`src/rtl/nibble_serial_addsub_ctrl.sv`:
```
// nibble_serial_addsub_ctrl: adds or subtracts two N-bit signed operands through one 4-bit slice, one nibble per cycle, LSB first
module nibble_serial_addsub_ctrl #(
  parameter int NIBBLES = 4
) (
  input  logic                 clk,
  input  logic                 rst_n,
  input  logic                 in_valid,
  output logic                 in_ready,
  input  logic [4*NIBBLES-1:0] a,
  input  logic [4*NIBBLES-1:0] b,
  input  logic                 sub,
  output logic                 out_valid,
  input  logic                 out_ready,
  output logic [4*NIBBLES-1:0] sum,
  output logic                 overflow,
  output logic                 cout,
  output logic                 busy
);
  localparam int N = 4 * NIBBLES;
  localparam int IW = NIBBLES > 1 ? $clog2(NIBBLES) : 1;
  localparam logic [1:0] IDLE = 2'd0, RUN = 2'd1, DONE = 2'd2;
  localparam logic [IW-1:0] LAST = IW'(NIBBLES - 1);
  logic [1:0] state;
  logic [N-1:0] ra, rb;
  logic carry;
  logic [IW-1:0] idx;
  logic [NIBBLES-1:0][3:0] sq;
  logic [4:0] s;
  // operands shift right so the active nibble is always the low one
  assign s = {1'b0, ra[3:0]} + {1'b0, rb[3:0]} + {4'd0, carry};
  assign in_ready = state == IDLE;
  assign out_valid = state == DONE;
  assign busy = state != IDLE;
  assign sum = sq;
  always_ff @(posedge clk or negedge rst_n) begin
    if (!rst_n) begin
      state <= IDLE;
      ra <= '0;
      rb <= '0;
      carry <= 1'b0;
      idx <= '0;
      sq <= '0;
      overflow <= 1'b0;
      cout <= 1'b0;
    end else begin
      case (state)
        IDLE: if (in_valid) begin
          ra <= a;
          rb <= b ^ {N{sub}};
          carry <= sub;
          idx <= '0;
          state <= RUN;
        end
        RUN: begin
          sq[idx] <= s[3:0];
          carry <= s[4];
          ra <= ra >> 4;
          rb <= rb >> 4;
          idx <= idx == LAST ? '0 : idx + IW'(1);
          if (idx == LAST) begin
            cout <= s[4];
            overflow <= (ra[3] & rb[3] & ~s[3]) | (~ra[3] & ~rb[3] & s[3]);
            state <= DONE;
          end
        end
        DONE: if (out_ready) state <= IDLE;
        default: state <= IDLE;
      endcase
    end
  end
endmodule

```
`config.mk`:
```
export PLATFORM = sky130hd
export DESIGN_NAME = nibble_serial_addsub_ctrl
export DESIGN_NICKNAME = d
export VERILOG_FILES = /design/src/rtl/nibble_serial_addsub_ctrl.sv
export SDC_FILE = /design/constraint.sdc
export NUM_CORES = 1
export LEC_CHECK = 0
export ABC_AREA = 1
export CAP_MARGIN = 20
export CORE_MARGIN = 4
export CORE_UTILIZATION = 45
export CTS_BUF_LIST = sky130_fd_sc_hd__clkbuf_4 sky130_fd_sc_hd__clkbuf_8
export DETAILED_ROUTE_END_ITERATION = 12
export PLACE_DENSITY_LB_ADDON = 0.1
export SYNTH_ARGS = -nofsm -noshare
export SYNTH_HDL_FRONTEND = slang
export SYNTH_SLANG_ARGS = --single-unit
```
`constraint.sdc`:
```
create_clock -name clk -period 1.9 [get_ports clk]
set_input_delay 0.38 -clock clk [delete_from_list [all_inputs] [get_ports clk]]
set_output_delay 0.38 -clock clk [all_outputs]
set_load 0.005 [all_outputs]
```
-- Yosys cells after proc, flatten, opt, wreduce, memory -nomap -nowiden
Index checks and enable logic that the tools add are counted.
W data, S select, Z words.
- input bits: 37
- output and inout port bits: 21
- logic and storage cells: 54
- register bits: 55
- add/subtract/negate cells: 3
- mux-type cells: 16
- equal/unequal tests: 6
- reductions and logical operators: 7
- bitwise operators: 9
- magnitude comparators: 2
- operator list (cell ; number):
    $pmux W16 S2 ; 2
    $mux W16 ; 2
    $bwmux W16 ; 1
    $xor A16 B16 Y16 ; 1
    $mux W2 ; 5
    $demux W4 S2 ; 1
    $pmux W2 S3 ; 1
    $add A4 B4 Y5 ; 1
    $add A5 B1 Y5 ; 1
    $and A1 B1 Y1 ; 4
    $eq A2 B2 Y1 const B ; 2
    $mux W4 ; 1
    $ne A2 B2 Y1 const B ; 2
    $pmux W2 S2 ; 1
    $reduce_and A2 Y1 ; 2
    $reduce_bool A2 Y1 ; 2
    $lt A2 B3 Y1 const B ; 1
    $not A1 Y1 ; 3
    $reduce_and A3 Y1 ; 1
    $add A2 B1 Y2 const B ; 1
    $eq A2 B1 Y1 const B ; 1
    $ge A2 B1 Y1 const B ; 1
    $logic_not A2 Y1 ; 1
    $ne A2 B1 Y1 const B ; 1
    4 further kinds ; 4

-- Logic depth before layout (Yosys ltp)
- depth after elaboration: 5
- mapped depth: 10
- mapped depth without buffers: 10

-- Least setup slack after synthesis
Ideal clock, no wire load.
- path type: reg2reg
- start: reg ra[0]
- end: reg sq (netlist bit sum[10])
- setup slack: 317 ps
- required time: 1775 ps
- stages on the path, launching flop included: 7
- data arrival time: 1458 ps
- period minus slack after synthesis: 1583 ps
- buffers on the path: 0
- cells stage by stage: dfrtp_1 -> inv_1 -> fa_1 -> inv_1 -> fa_1 -> xor2_1 -> mux2_2
- longest elaborated chain between the ends: 3
- ends and longest elaborated chain (what ; RTL line ; RTL):
    start, declared ; 24 ; logic [N-1:0] ra, rb;
    start signal, assigned ; 57 ; ra <= ra >> 4;
    $add A4 B4 Y5 ; 30 ; assign s = {1'b0, ra[3:0]} + {1'b0, rb[3:0]} + {4'd0, carry};
    $add A5 B1 Y5 ; 30 ;
    $bwmux W16 ; 55 ; sq[idx] <= s[3:0];
    end signal, assigned by index ; 55 ;
    end, declared ; 27 ; logic [NIBBLES-1:0][3:0] sq;
Every way passes these cells.
A chain may end at the register's enable or synchronous reset.

-- Worst setup path after layout
- start: reg state[0]
- end: out in_ready
- longest elaborated chain between the ends: 1
- ends and longest elaborated chain (what ; RTL line ; RTL):
    start, declared ; 23 ; logic [1:0] state;
    start signal, assigned ; 37 ; state <= IDLE;
    start signal, assigned ; 52 ; state <= RUN;
    start signal, assigned ; 63 ; state <= DONE;
    $logic_not A2 Y1 ; 31 ; assign in_ready = state == IDLE;
    end, declared ; 8 ; output logic in_ready,
Every way passes these cells.

==> flow_summary.ini <==
[critical_path]
reg2reg_depth = 6
cp_max_fo = 5
endpoint = in_ready
rrSetupSlack_ps = 200
cp-end-kind = output pin
arrival_ps = 1430
crit_required_ps = 1520
critPathLaunchType = flip-flop
r2r_start = ra[0]
cp-startpoint = state[0]
reg2reg_to = sum[2]
path_class = reg -> out

[final_layout]
n_antenna_cell = 0
layout.nets = 366
area_delta_synth_final_pct = 28.7
instances_no_fill = 391
design_area_um2 = 3350
drive_gt1_frac = 0.0878

[floorplanning]
coreArea_um2 = 5540
die_x_um = 84.0
rows = 27
dieArea_um2 = 7060
start_util = 0.469
io_pins = 58
die_h_um = 84.0

[route]
vias = 1976
via_per_inst = 5.05
first_iter_violations = 73
final_antenna_net_count = 0
wl_mm = 5.25
routedWlPerCell_um = 13.4
drc = 0
drt-pass1-iter-count = 4

[placed_design]
dp_hpwl_mm = 3.67
dp.cells = 384
gp_congestion = 0.886
dp_slack_ps = 202
io_buffers = 57
place_area_um2 = 3250

[pwr]
peakVddDrop_mv = 0.575
power_density_nw_per_um2 = 1440
p_leak_nw = 1.50

[cts]
numCtsBuffers = 5
tritoncts = built
post_cts_buffers = 0
h-tree-depth = 2
cts-root-buf = clkbuf_8
cts_sinks = 55
clkTransAtPathRegs_ps = 90
cts.path.max_buffers = 2
clock_latency_ps = 300
cts-hold-fix-buffers = 0

[sta]
tightest_slew_ps = 371
setup_slack_ps = 88.0
slew_viol_final = 0
fin_crit_sh = 0.954
hold_ws_ps = 62.1
period_minus_slack_ps = 1810
setup_viol = 0
setup-tns-final_ps = 0
fin_skew_ps = 5.94
timing.fmax_mhz = 552
hold_viol = 0
slew_headroom = 0.752
grt_setup_unrepaired = false

[logic_synthesis]
syn-cell-area_um2 = 2600
synth_seq_cells = 55
synthArstFlopShare = 1.00
syn_inst = 259
synth_ff_type = dfrtp_1
syn_avg_cell_area_um2 = 10.0
yosysUniqueCellTypes = 27
synth_edf_count = 0
yosysWarningCount = 0
yosysSeqAreaShare = 0.529
synth_nets = 306

[run]
cap_viol_max_count = 0

[global_routing]
gr-total-overflow = 0
antenna_found_initial = 0
track_usage = 0.162
grt_max_degree = 56
grt_pass1_wl_mm = 9.18
first_global_vias = 1992

[min_path]
hp-class = in -> async

[run_status]
outcome = completed
[synth_stat cells (all sizes together), types with 2 or more instances]
master  instances  area [µm²]
a21oi           2        10.0
a22o            4        35.0
a22oi           8        60.1
buf             8        60.1
dfrtp          55        1380
fa              2        40.0
ha              8         100
inv            32         123
mux2            3        33.8
nand2          65         284
nand3           6        30.0
nor2            5        23.8
o211ai          9        67.6
o21ai          24         120
o221ai          7        61.3
o22ai           3        18.8
xnor2          16         140
[sequential cells by signal, summed over array words and instances, names as in the netlist]
| name | flops |
|---|---|
| carry | 1 |
| cout | 1 |
| idx | 2 |
| overflow | 1 |
| ra | 16 |
| rb | 16 |
| state | 2 |
| sum | 16 |
[cell families (layout without fill, tap and decap cells)]
group	Yosys count	after routing	synth area share
fa+ha+maj	10	10	0.0539
mux	3	3	0.0130
buf+inv	40	100	0.0703
flops	55	55	0.529
xor+xnor	17	17	0.0573
compound gates	58	58	0.146
simple gates	76	76	0.130
[metal layers]
metal | part of all wire | track usage
met4 | 0.013 | 0.0482
met2 | 0.46 | 0.271
met3 | 0.060 | 0.0405
met1 | 0.47 | 0.209
met5 | 0 | 0
[cell usage in the layout (no fill, tap or decap), drive strengths merged, types with 2 or more instances in the layout]
cell type	synthesis	routed
a22o	4	4
nand3	6	6
a21oi	2	2
o211ai	9	9
o221ai	7	7
xnor2	16	16
clkdlybuf4s50	0	56
a22oi	8	8
o22ai	3	3
inv	32	32
o21ai	24	24
nand2	65	65
ha	8	8
fa	2	2
buf	8	5
clkbuf	0	6
mux2	3	3
dfrtp	55	55
nor2	5	5
[critical path, stage by stage, from the launching register on]
cell and delay [ps]:
dfrtp_2 480, nor2_4 150, clkdlybuf4s50_1 510
[power breakdown]
group / internal [mW] / switching (mW) / leakage [nW]
Clock: 0.287 / 0.351 / 0.0470
Sequential: 1.66 / 0.286 / 0.708
Combinational: 1.02 / 1.21 / 0.746
[worst min path at each step]
stage,startpoint,slack (ps),cells after the start,to
after global routing,rst_n,70,2,sum[1]
after floorplan,rst_n,80,0,carry
after detailed placement,rst_n,400,2,sum[3]
after CTS,rst_n,60,2,sum[3]
after global placement,rst_n,400,2,sum[3]
final,rst_n,60,2,sum[1]
[layout make-up]
type | count | area (µm²)
fill | 521 | 2190
sequential | 55 | 1380
multi-input combinational | 164 | 1050
timing repair buffer | 61 | 621
inverter | 32 | 123
tap | 72 | 90.1
clock buffer | 6 | 82.6
clock inverter | 1 | 5.00
[per-stage QoR]
| step | util | power [mW] |
|---|---|---|
| final | 0.604 | 4.82 |
| after global routing | 0.604 | 5.29 |
| after CTS | 0.603 | 4.88 |
| after detailed placement | 0.587 | 4.23 |
| after global placement | 0.587 | 4.17 |
| after floorplan | - | 3.36 |
[timing repair]
action,in CTS,in global routing
cloned,0,0
resized for setup,1,2
setup endpoints to repair,1,2
No activity file was read; power rests on OpenSTA's default activity.
